File: config.mk
export PLATFORM = sky130hd
export DESIGN_NAME = rgbw_pwm_engine
export DESIGN_NICKNAME = d
export VERILOG_FILES = /design/src/rtl/rgbw_pwm_engine.sv
export SDC_FILE = /design/constraint.sdc
export NUM_CORES = 1
export LEC_CHECK = 0
export CORE_ASPECT_RATIO = 0.8
export CORE_MARGIN = 2
export CORE_UTILIZATION = 56
export DETAILED_ROUTE_END_ITERATION = 10
export PLACE_DENSITY = 0.88
export SLEW_MARGIN = 30
export SYNTH_ARGS = -nofsm -noshare
export SYNTH_HDL_FRONTEND = slang
export SYNTH_SLANG_ARGS = --single-unit
File: constraint.sdc
create_clock -name clk -period 2.2 [get_ports clk]
set_input_delay 0.55 -clock clk [delete_from_list [all_inputs] [get_ports clk]]
set_output_delay 0.55 -clock clk [all_outputs]
set_load 0.02 [all_outputs]
File: src/rtl/rgbw_pwm_engine.sv
`default_nettype none
// ============================================================================
// Module   : rgbw_pwm_engine
// Purpose  : Four-channel (R/G/B/W) PWM generator. Advances on the shared
//            divided-clock enable, double-buffers duty values so a new set of
//            duties only takes effect on a PWM period boundary, and staggers
//            the four channel counters to spread LED switching inrush.
// Ports    : clk          - system clock, rising edge
//            reset        - asynchronous active-low reset
//            clk_half     - one-cycle tick enable from the clock divider
//            load         - one-cycle strobe capturing duty0..duty3
//            duty0..3     - 8-bit duties (0 = off, >= TOP+1 = always on)
//            d0..d3       - registered PWM outputs (red/green/blue/white)
//            pending      - loaded duties waiting for a period boundary
//            upd_ack      - pulse in the cycle the shadow duties update
//            period_start - pulse when channel 0 wraps TOP -> 0
// Params   : TOP        - last counter value, period = TOP+1 ticks
//            PHASE_STEP - channel i counter starts at i*PHASE_STEP;
//                         must satisfy 3*PHASE_STEP <= TOP <= 255
// Revision : 1.0 - initial release
// ============================================================================
module rgbw_pwm_engine #(
  parameter int unsigned TOP        = 254,
  parameter int unsigned PHASE_STEP = 64
) (
  input  logic       clk,
  input  logic       reset,
  input  logic       clk_half,
  input  logic       load,
  input  logic [7:0] duty0,
  input  logic [7:0] duty1,
  input  logic [7:0] duty2,
  input  logic [7:0] duty3,
  output logic       d0,
  output logic       d1,
  output logic       d2,
  output logic       d3,
  output logic       pending,
  output logic       upd_ack,
  output logic       period_start
);

  localparam logic [7:0] C_TOP = 8'(TOP);

  // --------------------------------------------------------------------------
  // Shared control state
  // --------------------------------------------------------------------------
  logic       pending_q,      pending_d;
  logic       upd_ack_q,      upd_ack_d;
  logic       period_start_q, period_start_d;

  logic       wrap;         // channel 0 wraps on this edge
  logic       apply;        // shadow registers take pend values on this edge
  logic [7:0] cnt0_now;     // channel 0 counter, reference for the period

  logic [7:0] duty_in [4];
  logic [3:0] d_vec;

  assign duty_in[0] = duty0;
  assign duty_in[1] = duty1;
  assign duty_in[2] = duty2;
  assign duty_in[3] = duty3;

  assign wrap  = clk_half && (cnt0_now == C_TOP);
  assign apply = wrap && pending_q;

  always_comb begin
    pending_d      = pending_q;
    upd_ack_d      = apply;
    period_start_d = wrap;
    if (apply) begin
      pending_d = 1'b0;
    end
    // A load in the wrap cycle lands in pend after the current pend has been
    // promoted to shadow, so it must stay pending for the next boundary.
    if (load) begin
      pending_d = 1'b1;
    end
  end

  always_ff @(posedge clk or negedge reset) begin
    if (!reset) begin
      pending_q      <= 1'b0;
      upd_ack_q      <= 1'b0;
      period_start_q <= 1'b0;
    end else begin
      pending_q      <= pending_d;
      upd_ack_q      <= upd_ack_d;
      period_start_q <= period_start_d;
    end
  end

  // --------------------------------------------------------------------------
  // Per-channel counter, pend/shadow duty buffers and compare output
  // --------------------------------------------------------------------------
  for (genvar i = 0; i < 4; i++) begin : g_chan
    // Each channel counter starts offset so the rising edges of the four
    // outputs are spread across the period instead of coinciding.
    localparam logic [7:0] C_CNT_RST = 8'(i * PHASE_STEP);

    logic [7:0] cnt_q,    cnt_d;
    logic [7:0] pend_q,   pend_d;
    logic [7:0] shadow_q, shadow_d;
    logic       pwm_q,    pwm_d;

    always_comb begin
      cnt_d    = cnt_q;
      pend_d   = pend_q;
      shadow_d = shadow_q;
      // Compare uses the pre-edge counter, so the output lags it by a clock.
      // A duty above TOP can never be reached by the counter: constant high.
      pwm_d    = (cnt_q < shadow_q);
      if (clk_half) begin
        cnt_d = (cnt_q == C_TOP) ? 8'd0 : cnt_q + 8'd1;
      end
      if (load) begin
        pend_d = duty_in[i];
      end
      if (apply) begin
        shadow_d = pend_q;
      end
    end

    always_ff @(posedge clk or negedge reset) begin
      if (!reset) begin
        cnt_q    <= C_CNT_RST;
        pend_q   <= 8'd0;
        shadow_q <= 8'd0;
        pwm_q    <= 1'b0;
      end else begin
        cnt_q    <= cnt_d;
        pend_q   <= pend_d;
        shadow_q <= shadow_d;
        pwm_q    <= pwm_d;
      end
    end

    assign d_vec[i] = pwm_q;
  end

  assign cnt0_now = g_chan[0].cnt_q;

  // --------------------------------------------------------------------------
  // Outputs
  // --------------------------------------------------------------------------
  assign d0           = d_vec[0];
  assign d1           = d_vec[1];
  assign d2           = d_vec[2];
  assign d3           = d_vec[3];
  assign pending      = pending_q;
  assign upd_ack      = upd_ack_q;
  assign period_start = period_start_q;

endmodule
`default_nettype wire

# Word-level counts from Yosys, hierarchy flattened
# Cells that the tools add are included.
# W data, S select, Z words.
# op_classes
addsub	4
multipliers	0
n_div	0
order_cmp	4
n_eq_ne	4
shift	0
muxes	6
bitwise	0
reduce_logical	3
# ops
operator	count
$add A8 B1 Y8 const B	4
$eq A8 B8 Y1 const B	4
$lt A8 B8 Y1	4
$mux W8	4
$logic_and A1 B1 Y1	2
$mux W1	2
$reduce_bool A2 Y1	1
# totals
regBits	103
latchBits	0
ramBits	0
rom_bits	0
in_bits	36
wordCells	40
memories	0

# Depth between registers and ports, before layout
# logic_depth
ltp_word	5
mapped_depth	7
ltp_nobuf	5

# Worst setup path before layout
# OpenSTA, ideal clock, no wires.
# synth_path
path_type	register to register
from	reg g_chan[0].cnt_q[0], in the netlist cnt0_now[0]
to	reg g_chan[0].shadow_q[0]
setup_ns	0.125
arrival_time_ns	1.660
required_ns	2.075
path_slack_ns	0.415
path_stages_with_launch	8
path_buffers	2
synth_period_minus_slack_ns	1.785
path_cell_list	dfrtp_1 inv_1 ha_1 and4_1 and3_4 buf_6 buf_12 mux2_4
# synth_via
elab_chain_cells	3
# synth_lines
element	line	rtl
from (decl)	101	logic [7:0] cnt_q, cnt_d;
from (signal assigned)	131	cnt_q <= cnt_d;
$eq A8 B8 Y1	64	assign wrap = clk_half && (cnt0_now == C_TOP);
$logic_and A1 B1 Y1	64	
$logic_and A1 B1 Y1	65	assign apply = wrap && pending_q;
to (signal assigned)	133	shadow_q <= shadow_d;
to (decl)	103	logic [7:0] shadow_q, shadow_d;
# Every way passes these cells.
# A chain may end at the register's enable or synchronous reset.

# Final worst setup path
# layout_path
from	reg g_chan[0].cnt_q[0], in the netlist cnt0_now[0]
to	reg g_chan[1].shadow_q[7]
# layout_via
elab_chain_cells	3
# layout_lines
element	line
$eq A8 B8 Y1	64
$logic_and A1 B1 Y1	64
$logic_and A1 B1 Y1	65
to (signal assigned)	133
to (decl)	103
# Every way passes these cells.

==> flow_summary.toml <==
[run_status]
status = "completed"

[cts]
clk_latency_ns = 0.35
postCtsSetupBuffers = 0
cts_tree = "built"
clockBufferDepth = 2
cts_root_buffer = "clkbuf_16"
clock_sinks = 103
clk_pin_slew_worst_paths_ns = 0.07
htreeDepth = 3
postCtsHoldBufs = 0
numCtsBuffers = 9
ctsResizeCount = 0

[global_route]
grt_pass1_wl_um = 17500
grt_antenna_before_repair = 0
grt_pass1_vias = 3727
overflow = 0
grt_usage = 0.217
grt_max_degree = 52

[timing]
slew_viol_final = 0
finalCritPeriodShare = 0.898
hold_viol_final = 0
clock_skew_ns = 0.00870
tightest_slew_ns = 0.377
maxSlewHeadroom = 0.746
max_freq_mhz = 506
period_minus_slack_ns = 1.97
setup_viol = 0
rsz0062_at_grt = "false"

[synth]
synth_area_mm2 = 0.00521
async_flop_share = 1.00
synth_warnings = 0
syn_nets = 515
synth_edf_count = 0
synthFlopType = "dfrtp_1"
avgSynthCellArea_um2 = 11.8
synth_top_area_frac = 0.476
yosys_register_bits = 103
ys_seq_area_frac = 0.496
synth_cells = 443
synth_top_area_cell = "dfrtp_1"
synth.area.top_cells = "dfrtp_1, ha_1, mux2_4"
synth.distinct_cells = 39

[cells_and_area]
final_util = 0.669
area_growth_pct = 16.1
n_antenna_cell = 0
nNetsFinal = 562
mostFrequentLayoutCells = "dfrtp_1, inv_1, clkdlybuf4s50_1, mux2_2, ha_1"
n_fill_cell = 646
final_common_cell = "dfrtp_1"
drive_gt1_frac = 0.196
finalNonFillerCells = 610

[power]
p_sw_frac = 0.345
seqPwrFrac = 0.477
leakagePower_nw = 2.60
clockPowerShare = 0.256
totalPowerFinal_mw = 5.80
intPower_mw = 3.80
irDropWorstVdd_uv = 551
p_comb_frac = 0.267
p_per_area_mw_per_mm2 = 959
switching_power_mw = 2.00

[critical_path]
arrival_ns = 2.20
path_class = "flip-flop to flip-flop"
crit_required_ns = 2.43
start_kind = "flip-flop"
path_max_fanout = 13
end_kind = "flip-flop"

[floorplanning]
fp-row-count = 31
die_x_um = 112
pin_count = 43
dieArea_mm2 = 0.0101
core_area_mm2 = 0.00904
start_util = 0.576
die_h_um = 90.3

[flow_run]
maxCapViolCount = 0

[drt]
ant_nets = 0
wl_um = 10100
vias = 3504
drt_iter0_drc = 186
drc = 0
drt_pass1_iterations = 5
wl_per_cell_um = 16.6
routed_via_density = 5.74

[placement]
gp_congestion = 0.862
hpwl_um = 7290
port_buffers = 42
place_inst = 594

[hold_path]
worst_hold_path_type = "input pin to async pin"
[cell families (layout without fill, tap and decap cells)]
logic type               count (synthesis)  after routing  synth area share
XOR/XNOR                                 7              7            0.0118
multiplexers                            67             67             0.165
AND/OR/NAND/NOR                        101            101             0.103
flip-flops                             103            103             0.496
buffers and inverters                   60            112            0.0581
AO/OA/AOI/OAI                           69             69            0.0797
adder cells (fa/ha/maj)                 36             36            0.0865
[power by group through the flow]
stage / logic (mW) / clock network [mW] / registers, mW
after global placement: 1.36 / 0 / 2.75
after global routing: 1.78 / 1.60 / 2.82
after detailed placement: 1.53 / 0 / 2.78
after CTS: 1.56 / 1.51 / 2.75
after floorplan: 1.10 / 0 / 2.64
final: 1.55 / 1.48 / 2.77
[metrics by stage]
step / cell area [um^2] / setup slack [ns] / TNS (ns) / hold WS, ns
detailed placement: 5770 / -0.0331 / -0.111 / 0.473
global route: 6050 / 0.118 / 0 / 0.115
finish: 6050 / 0.225 / 0 / 0.101
global placement: 5770 / -0.000766 / -0.000766 / 0.468
floorplan: 5210 / 0.415 / 0 / 0.254
CTS: 6050 / 0.229 / 0 / 0.100
[path summary, 6_finish.rpt]
path                                    endpoint  slack [ns]                start  depth (start not counted)
setup reg to reg           g_chan[1].shadow_q[7]        0.23          cnt0_now[0]                          6
hold / removal               g_chan[2].pend_q[0]        0.10                reset                          1
hold reg to reg            g_chan[0].shadow_q[7]        0.51  g_chan[0].pend_q[7]                          1
setup / recovery           g_chan[1].shadow_q[7]        0.23          cnt0_now[0]                          6
max in group asynchronous     g_chan[3].cnt_q[6]        1.39                reset                          2
min in group clk           g_chan[0].shadow_q[7]        0.51  g_chan[0].pend_q[7]                          1
[routing by layer]
metal	part of all wire	wire length, um	global-route usage
met5	0	0	0
met4	0.021	210	0.0885
met3	0.045	456	0.0577
met2	0.51	5120	0.357
met1	0.43	4330	0.274
[final cells by class]
type	instances	area [um^2]	share of cell area
Sequential cell	103	2580	0.427
Multi-Input combinational cell	280	2320	0.384
Timing Repair Buffer	52	556	0.0919
Clock buffer	10	229	0.0379
Inverter	44	165	0.0273
Tap cell	115	144	0.0238
Clock inverter	6	46.3	0.00766
[sequential cells by signal (all words and copies together), names as in the netlist, 8 cells and up]
signal	cells
g_chan.pend_q	32
g_chan.shadow_q	32
g_chan.cnt_q	24
cnt0_now	8
[worst max-delay path: stages (launching register included)]
cell and delay, ns:
dfrtp_1 0.46, inv_1 0.11, ha_1 0.26, and4_1 0.26, and3_4 0.25, buf_12 0.17, mux2_2 0.34
[cell usage after synthesis (2+ instances only)]
master	instances
ha_1	36
mux2_2	36
nand2_1	22
nand4_1	15
o211ai_1	3
nor2_1	17
inv_1	44
mux2_4	29
a2111o_1	4
and4_1	4
xnor2_1	4
dfstp_2	4
buf_2	5
o31ai_1	2
mux2i_1	2
or3_1	9
o22ai_1	3
clkbuf_1	5
o21ai_0	24
buf_12	3
a21oi_1	20
nand3_1	14
buf_6	3
a31oi_1	7
xor2_1	3
nand2b_1	14
dfrtp_1	99
Power figures use the tool's default switching activity.
